[config.mk]
export PLATFORM = sky130hd
export DESIGN_NAME = video_in_framer
export DESIGN_NICKNAME = d
export VERILOG_FILES = /design/src/rtl/video_in_framer.sv
export SDC_FILE = /design/constraint.sdc
export NUM_CORES = 1
export LEC_CHECK = 0
export CELL_PAD_IN_SITES_DETAIL_PLACEMENT = 1
export CELL_PAD_IN_SITES_GLOBAL_PLACEMENT = 1
export CORE_UTILIZATION = 47
export CTS_CLUSTER_SIZE = 40
export DETAILED_ROUTE_END_ITERATION = 7
export DONT_BUFFER_PORTS = 1
export PLACE_DENSITY = 0.85
export SLEW_MARGIN = 40
export SYNTH_ARGS = -nofsm -noshare
export SYNTH_HDL_FRONTEND = slang
export SYNTH_SLANG_ARGS = --single-unit
export TNS_END_PERCENT = 20
[constraint.sdc]
create_clock -name clk -period 4.24 [get_ports clk]
set_clock_uncertainty 0.15 [all_clocks]
set_input_delay 0.636 -clock clk [delete_from_list [all_inputs] [get_ports clk]]
set_output_delay 0.636 -clock clk [all_outputs]
set_load 0.03 [all_outputs]
[src/rtl/video_in_framer.sv]
// video_in_framer: frame-aligns an AXI4-Stream video input, checks line/frame
// geometry, flags errors and forwards pixels through a 2-entry output FIFO.
module video_in_framer #(
  parameter int unsigned LINE_PIXELS = 640,
  parameter int unsigned FRAME_LINES = 480
) (
  input  logic        clk,
  input  logic        reset,
  input  logic [23:0] s_tdata,
  input  logic        s_tvalid,
  output logic        s_tready,
  input  logic        s_tuser,
  input  logic        s_tlast,
  output logic [23:0] m_tdata,
  output logic        m_tvalid,
  input  logic        m_tready,
  output logic        m_tuser,
  output logic        m_tlast,
  input  logic        enable,
  input  logic        err_clr,
  output logic [2:0]  err,
  output logic [15:0] frame_count
);

  localparam int unsigned PIX_W  = (LINE_PIXELS > 1) ? $clog2(LINE_PIXELS) : 1;
  localparam int unsigned LINE_W = (FRAME_LINES > 1) ? $clog2(FRAME_LINES) : 1;
  localparam logic [PIX_W-1:0]  LAST_PIX  = PIX_W'(LINE_PIXELS - 1);
  localparam logic [LINE_W-1:0] LAST_LINE = LINE_W'(FRAME_LINES - 1);

  typedef struct packed {
    logic [23:0] data;
    logic        user;
    logic        last;
  } beat_t;

  typedef enum logic {WAIT_SOF = 1'b0, PASS = 1'b1} state_t;

  state_t             state_q, state_d;
  logic [PIX_W-1:0]   pix_q, pix_d, cur_pix;
  logic [LINE_W-1:0]  line_q, line_d, cur_line;
  logic [2:0]         err_q, err_d, err_set;
  logic [15:0]        fc_q;
  logic               fc_inc;
  logic               s_tready_q, s_tready_d, rst_dly_q;
  beat_t              head_q, head_d, skid_q, skid_d, beat_in;
  logic               head_vld_q, head_vld_d, skid_vld_q, skid_vld_d;
  logic               acc, start, restart, at_sol, fwd, eol, eof, pop;

  // Classify the beat on the input: accepted, forwarded, position in the frame
  always_comb begin
    acc      = s_tvalid && s_tready_q;
    start    = (state_q == WAIT_SOF) && s_tuser && enable;
    restart  = (state_q == PASS) && s_tuser;
    at_sol   = start || restart;
    fwd      = acc && ((state_q == PASS) || start);
    cur_pix  = at_sol ? '0 : pix_q;
    cur_line = at_sol ? '0 : line_q;
    eol      = (cur_pix == LAST_PIX);
    eof      = (cur_line == LAST_LINE);
  end

  // State register
  always_ff @(posedge clk) begin
    if (reset) state_q <= WAIT_SOF;
    else       state_q <= state_d;
  end

  // Next state: any line termination that is not mid-frame drops back to WAIT_SOF
  always_comb begin
    state_d = state_q;
    if (fwd) begin
      if (eol && (!s_tlast || eof)) state_d = WAIT_SOF;
      else if (!eol && s_tlast)     state_d = WAIT_SOF;
      else                          state_d = PASS;
    end
  end

  // Outputs of the FSM: counters, error events, frame completion, output beat
  always_comb begin
    pix_d   = pix_q;
    line_d  = line_q;
    err_set = '0;
    fc_inc  = 1'b0;
    beat_in = '{data: s_tdata, user: at_sol, last: s_tlast || eol};
    if (fwd) begin
      err_set[2] = restart;
      if (eol) begin
        pix_d  = '0;
        line_d = '0;
        if (!s_tlast)  err_set[1] = 1'b1;
        else if (eof)  fc_inc     = 1'b1;
        else           line_d     = cur_line + LINE_W'(1);
      end else if (s_tlast) begin
        err_set[0] = 1'b1;
        pix_d      = '0;
        line_d     = '0;
      end else begin
        pix_d  = cur_pix + PIX_W'(1);
        line_d = cur_line;
      end
    end
  end

  // Two-entry FIFO: head register drives m_*, skid register holds the second beat
  always_comb begin
    pop        = head_vld_q && m_tready;
    head_d     = head_q;
    head_vld_d = head_vld_q;
    skid_d     = skid_q;
    skid_vld_d = skid_vld_q;
    if (!head_vld_q || pop) begin
      if (skid_vld_q) begin
        head_d     = skid_q;
        head_vld_d = 1'b1;
        skid_vld_d = fwd;
        if (fwd) skid_d = beat_in;
      end else begin
        head_vld_d = fwd;
        if (fwd) head_d = beat_in;
      end
    end else if (fwd) begin
      skid_d     = beat_in;
      skid_vld_d = 1'b1;
    end
    s_tready_d = !rst_dly_q && !(head_vld_d && skid_vld_d);
    err_d      = (err_q & ~{3{err_clr}}) | err_set;
  end

  // Datapath and status registers
  always_ff @(posedge clk) begin
    if (reset) begin
      pix_q      <= '0;
      line_q     <= '0;
      err_q      <= '0;
      fc_q       <= '0;
      head_q     <= '0;
      skid_q     <= '0;
      head_vld_q <= 1'b0;
      skid_vld_q <= 1'b0;
      s_tready_q <= 1'b0;
      rst_dly_q  <= 1'b1;
    end else begin
      pix_q      <= pix_d;
      line_q     <= line_d;
      err_q      <= err_d;
      fc_q       <= fc_q + 16'(fc_inc);
      head_q     <= head_d;
      skid_q     <= skid_d;
      head_vld_q <= head_vld_d;
      skid_vld_q <= skid_vld_d;
      s_tready_q <= s_tready_d;
      rst_dly_q  <= 1'b0;
    end
  end

  assign s_tready    = s_tready_q;
  assign m_tdata     = head_q.data;
  assign m_tuser     = head_q.user;
  assign m_tlast     = head_q.last;
  assign m_tvalid    = head_vld_q;
  assign err         = err_q;
  assign frame_count = fc_q;

endmodule

==> results of run 1 <==
[cell usage in the layout, fill, tap and decap left out, types with 3 or more instances in the layout]
| cell type | n |
|---|---|
| nand2_1 | 69 |
| dfxtp_1 | 94 |
| a211oi_1 | 26 |
| nand4_1 | 13 |
| or3_1 | 5 |
| nand2b_1 | 5 |
| nand3_1 | 28 |
| ha_1 | 5 |
| nor2b_1 | 5 |
| mux2i_1 | 24 |
| nor3_1 | 10 |
| o31ai_1 | 4 |
| buf_4 | 3 |
| and3_1 | 4 |
| and2_1 | 7 |
| xnor2_1 | 3 |
| o21ai_0 | 11 |
| and4_1 | 4 |
| xor2_1 | 13 |
| nor2_1 | 53 |
| clkbuf_8 | 9 |
| nor3b_1 | 3 |
| a21oi_1 | 44 |
[sequential cells by signal (all words and copies together), names as in the netlist]
signal	flops
state_q	1
m_tlast	1
rst_dly_q	1
m_tvalid	1
err	3
frame_count	16
line_q	9
m_tuser	1
s_tready	1
m_tdata	24
skid_vld_q	1
pix_q	10
skid_q	26
[layer usage]
layer / wire length (microns) / up-vias / share of wire / track usage
met5: 0 / - / 0 / 0
met3: 720 / 16 / 0.068 / 0.0734
met2: 4960 / 90 / 0.47 / 0.375
li1: - / 1739 / - / -
met4: 155 / 0 / 0.015 / 0.0712
met1: 4710 / 1664 / 0.45 / 0.283
[critical path: stages, from the launching register on]
cell	delay (ns)
dfxtp_1	0.36
o21ai_0	0.61
and2_1	0.23
ha_1	0.22
nand3_1	0.11
nor4_1	0.51
nor3b_1	0.45
ha_1	0.27
ha_1	0.16
and2_1	0.21
nand4_1	0.13
xor2_1	0.17
nor2_1	0.09
[kinds of logic after synthesis]
kind of cell,count (synthesis)
AND/OR/NAND/NOR,225
AO/OA/AOI/OAI,101
flip-flops,95
buffers and inverters,34
multiplexers,24
XOR/XNOR,16
adder cells (fa/ha/maj),5
[worst paths after layout]
| path | start | endpoint | slack, ns |
|---|---|---|---|
| max | state_q | frame_count[12] | 0.51 |
| min | reset | pix_q[6] | 0.18 |
| max reg2reg | state_q | frame_count[12] | 0.51 |
| min reg2reg | rst_dly_q | s_tready | 0.25 |
[through the flow]
step	power, mW	util	hold slack, ns	cells	setup slack, ns
CTS	1.55	0.509	0.152	595	0.542
floorplan	0.985	-	0.226	500	0.802
global route	1.59	0.509	0.156	595	0.190
detailed placement	0.977	0.487	0.236	579	0.353
global placement	0.976	0.484	0.228	579	0.657
finish	1.53	0.509	0.183	595	0.512
[final cells by class]
type,instances,area [sq um],area share
flip-flops and latches,95,1910,0.427
clock inverters,7,65.1,0.0146
repair buffers,3,22.5,0.00504
multi-input cells,371,2200,0.494
well taps,108,135,0.0303
clock buffers,9,124,0.0277
inverters,2,7.51,0.00168
[power breakdown]
part	total, mW	leakage, nW	switching [mW]	internal (mW)
clock network	0.571	0.0909	0.346	0.225
logic	0.0405	0.521	0.0255	0.0150
registers	0.916	0.767	0.0180	0.898
==> results.md, run 1 <==
* Vias in the first global route at approximately 3600
* Initial Util at 0.486
* Outcome: complete, no violations
* IO Count at roughly 80
* Worst-margin pin slew at 0.738 ns
* Num Clock Sinks at 95
* Cell depth of the worst min-delay path at 1
* Setup bufs post-CTS at 0
* Clock latency at the later pin of the worst-skew pair at 0.36 ns
* DP Area at between 4000 and 5000 sq um
* Post-synth top cells: dfxtp_1 (95), nand2_1 (69), nor2_1 (54)
* Port bufs at 0
* Synth Net Count at 537
* Worst Path Max Fanout at 6
* Data arrival, critical path at 3.88 ns
* Core area at 8760 sq um
* Reg clk slew, reported paths at about 0.10 ns
* Post-synth top area cell: dfxtp_1
* H-tree depth at 3
* Post-Synthesis Cells at 500
* Worst path required time at approximately 4.4 ns
* Synth top area share at 0.447
* Peak supply drop at about 0.18 mV
* Post-route ant nets at 0
* Total GRT Usage at 0.228
* Unique masters post-synth at 52
* Worst Path Class, Setup: flip-flop to flip-flop
* Fin. max-slew vios at 0
* Post-synthesis sequential area ratio at 0.447
* RSZ-0062 raised after global routing: no
* Die Span Y at between 90 and 100 microns
* Top-count cell post-synth: dfxtp_1
* Nets@finish at a little over 500
* Top FF cell, synth: dfxtp_1
* CTS hold repair buffers at 0
* Synth area leaders: dfxtp_1 (45%), nand2_1 (6.1%), mux2i_1 (5.6%)
* Syn Area/Cell at between 8 and 9 sq um
* Post-synth EDFFs at 0
* Clock root buffer: clkbuf_8
* Gp weighted congestion at 0.833
* Die area at ~9400 sq um
* Area growth syn-to-layout at 4.85%
* Rel. slew slack at 0.503
* CTS Buffer Depth at 2
* FF+latch count, synth at between 90 and 100
* Yosys warnings at 0
* Setup TNS at 0 ns
* Largest net degree at the start of global routing at 92
* Synth Area in Compound Gates at 0.146
* Mapped Area at between 4000 and 5000 sq um
* Total Wirelength at about 11000 microns
* Max cap viols at 0
* DR vias at around 3500
* Vias/cell at roughly 6
* Post-synthesis simple-gate area fraction at 0.259
* Adder-Cell Fraction of Synth Area at 0.0147
* Final instance area at 4460 sq um
* Post-cts resize count at 0
* Drt pass-1 iters at 4
* P per Cell Area at about 340 nW/um^2
* CTS tree: done
* CP startpoint kind: flip-flop
* R2R depth at 12
* Multiplexer area fraction after synthesis at 0.0564
* Gr ovfl total at 0
* Rows at 34
* Largest family of logic cells by synthesized area: simple AND/OR/NAND/NOR gates
* Final setup violation count at 0
* Leakage power at between 1 and 1.5 nW
* Fin crit share at 0.879
* Hold WC Path Type: input port to flip-flop
* XOR/XNOR Fraction of Synth Area at 0.0329
* Initial drt markers at about 140
* Hpwl dp at ~7000 microns
* Final hold violation count at 0
* Layout fillers at 1057
* WL/cell at 17.7 microns
* Async SR Flop Fraction at 0
* Total CTS buffers at 9
* Drt drc at 0
* Fraction of layout cells with a size suffix above 1 at 0.0657
* Die W at 97.2 microns
* Number of antenna violations at the first check in global routing at 0
* Period minus WS final at approximately 3.7 ns
* Crit end category: flip-flop
* First-pass GRT wire length at roughly 17000 microns
* Diode count at 0
* Fmax at 268 MHz
Power figures use the tool's default switching activity.
==> run 2, diff against run 1 <==
--- a/config.mk
+++ b/config.mk
@@ -7,6 +7,7 @@
 export LEC_CHECK = 0
 export CELL_PAD_IN_SITES_DETAIL_PLACEMENT = 1
 export CELL_PAD_IN_SITES_GLOBAL_PLACEMENT = 1
+export CORE_ASPECT_RATIO = 1.75
 export CORE_UTILIZATION = 47
 export CTS_CLUSTER_SIZE = 40
 export DETAILED_ROUTE_END_ITERATION = 7
==> run 2 against run 1 <==
  * Final cell count rose by 1.5%
  * Core utilization rose by 1.5 points
  * Sequential power barely moved
  * Worst hold slack got worse by 0.0077 ns
  * Fmax rose by 6.9%
  * Sequential share of layout area fell by 1.1 points
  * Register-to-register slack improved by 0.24 ns
  * Via count rose by 2.7%
  * Combinational power barely moved
  * Design area rose by 2.6%
  * Critical endpoint unchanged
  * Largest cell class unchanged
  * Largest power group unchanged
  * Highest routed layer unchanged
==> results.md, run 2 (synthesized netlist as in run 1, its figures left out) <==
* First-pass GRT wire length at 17000 microns (was 17500 microns)
* Worst Path Class, Setup: flip-flop to flip-flop (unchanged)
* Die Span Y at 128 microns (was 97.2 microns)
* Drt drc at 0 (unchanged)
* Worst Path Max Fanout at 14 (was 6)
* RSZ-0062 raised after global routing: no (unchanged)
* CP startpoint kind: flip-flop (unchanged)
* CTS tree: done (unchanged)
* Final instance area at 4580 sq um (was 4460 sq um)
* Pre-CTS setup slack at 0.624 ns (was 0.353 ns)
* Die W at 74.0 microns (was 97.2 microns)
* Total Wirelength at 10500 microns (about the same)
* Port bufs at 0 (unchanged)
* Worst path required time at 4.37 ns (was 4.40 ns)
* Fraction of layout cells with a size suffix above 1 at 0.0657 (unchanged)
* Core area at 8730 sq um (was 8760 sq um)
* Hold Startpoint: reset (unchanged)
* Clock latency at the later pin of the worst-skew pair at 0.34 ns (was 0.36 ns)
* R2R setup slack at 0.75 ns (was 0.51 ns)
* Reg2reg end: frame_count[12] (unchanged)
* Setup bufs post-CTS at 0 (unchanged)
* Vias in the first global route at 3720 (was 3563)
* Rel. slew slack at 0.538 (was 0.503)
* Outcome: complete, no violations (unchanged)
* DP Area at 4280 sq um (was 4270 sq um)
* Total GRT Usage at 0.230 (was 0.228)
* Drt pass-1 iters at 4 (unchanged)
* Placed instance count at 588 (was 579)
* Post-route ant nets at 0 (unchanged)
* Period minus WS final at 3.49 ns (was 3.73 ns)
* Layout fillers at 1059 (was 1057)
* Hpwl dp at 7250 microns (was 7190 microns)
* Max cap viols at 0 (unchanged)
* Hold WC Path Type: input port to flip-flop (unchanged)
* Fin. max-slew vios at 0 (unchanged)
* Cell depth of the worst min-delay path at 0 (was 1)
* Largest net degree at the start of global routing at 92 (unchanged)
* P per Cell Area at 385 nW/um^2 (was 342 nW/um^2)
* Fin crit share at 0.823 (was 0.879)
* Clock root buffer: clkbuf_16 (was clkbuf_8)
* Reg clk slew, reported paths at 0.07 ns (was 0.10 ns)
* Rows at 45 (was 34)
* Initial drt markers at 105 (was 138)
* Gp weighted congestion at 0.787 (was 0.833)
* Most common cell after layout, fill and taps aside: dfxtp_1 (unchanged)
* Worst hold path endpoint: rst_dly_q (was pix_q[6])
* Post-cts resize count at 0 (unchanged)
* Vias/cell at 5.96 (was 5.90)
* Leakage power at 1.43 nW (was 1.38 nW)
* CTS hold repair buffers at 0 (unchanged)
* Final hold violation count at 0 (unchanged)
* Peak supply drop at 0.251 mV (was 0.175 mV)
* CTS Buffer Depth at 2 (unchanged)
* Reg2reg start: state_q (unchanged)
* Crit end category: flip-flop (unchanged)
* Final setup violation count at 0 (unchanged)
* Biggest register: skid_q (unchanged)
* Cell Count, Final, Fillers Out at 604 (was 595)
* Worst-margin pin slew at 0.691 ns (was 0.738 ns)
* R2R depth at 13 (was 12)
* Total CTS buffers at 9 (unchanged)
* Die area at 9460 sq um (was 9440 sq um)
* Data arrival, critical path at 3.62 ns (was 3.88 ns)
* Setup TNS at 0 ns (unchanged)
* Commonest non-fill, non-tap cells in the layout: dfxtp_1 (94), nand2_1 (69), nor2_1 (53) (unchanged)
* Diode count at 0 (unchanged)
* DR vias at 3602 (was 3509)
* IO Count at 79 (unchanged)
* Initial Util at 0.488 (was 0.486)
* Gr ovfl total at 0 (unchanged)
* Num Clock Sinks at 95 (unchanged)
* H-tree depth at 3 (unchanged)
* Max reg flops at 26 (unchanged)
* Number of antenna violations at the first check in global routing at 0 (unchanged)
* Nets@finish at 519 (unchanged)
* Area growth syn-to-layout at 7.52% (was 4.85%)
* Final Hold Slack at 0.176 ns (was 0.183 ns)
* WL/cell at 17.3 microns (was 17.7 microns)
* Fmax at 287 MHz (was 268 MHz)
* Final worst-path setup slack at 0.751 ns (was 0.512 ns)
-- run 2: worst max-delay path by stage --
stage / startpoint / to / cells after the start
floorplan: enable / frame_count[12] / 13
global placement: enable / frame_count[12] / 13
detailed placement: enable / frame_count[8] / 13
CTS: state_q / frame_count[8] / 13
global route: state_q / frame_count[12] / 13
finish: state_q / frame_count[12] / 13
-- run 2: power by group --
part / total [mW] / internal (mW) / switching [mW]
sequential: 0.916 / 0.898 / 0.0176
combinational: 0.0405 / 0.0151 / 0.0255
clock: 0.808 / 0.457 / 0.350
-- run 2: metrics by stage --
step            util  total power, mW
4_1_cts        0.524             1.78
3_3_place_gp   0.488            0.976
6_report       0.525             1.76
3_5_place_dp   0.490            0.977
2_1_floorplan      -            0.985
5_1_grt        0.525             1.82
-- run 2: final cells by class --
class                   instances  area (sq um)  area share
clock inverters                 7          70.1      0.0153
inverters                       2          7.51     0.00164
multi-input cells             371          2200       0.481
flip-flops and latches         95          1910       0.416
repair buffers                  3          22.5     0.00492
clock buffers                   9           225      0.0492
well taps                     117           146      0.0320
-- run 2: routing by layer --
metal | vias up | share of wire | wire, microns | track usage
li1 | 1747 | - | - | -
met1 | 1751 | 0.38 | 4020 | 0.229
met2 | 83 | 0.56 | 5810 | 0.434
met3 | 21 | 0.036 | 380 | 0.0425
met4 | 0 | 0.025 | 257 | 0.112
met5 | - | 0 | 0 | 0
-- run 2: worst max-delay path, cell delays in order, from the launching register on --
cell     delay, ns
dfxtp_1       0.36
o21ai_0       0.18
buf_4         0.22
and2_1        0.15
ha_1          0.21
nand3_1       0.11
nor4_1        0.56
nor3b_1       0.44
ha_1          0.28
ha_1          0.18
and2_1        0.21
nand4_1       0.12
xor2_1        0.17
nor2_1        0.08
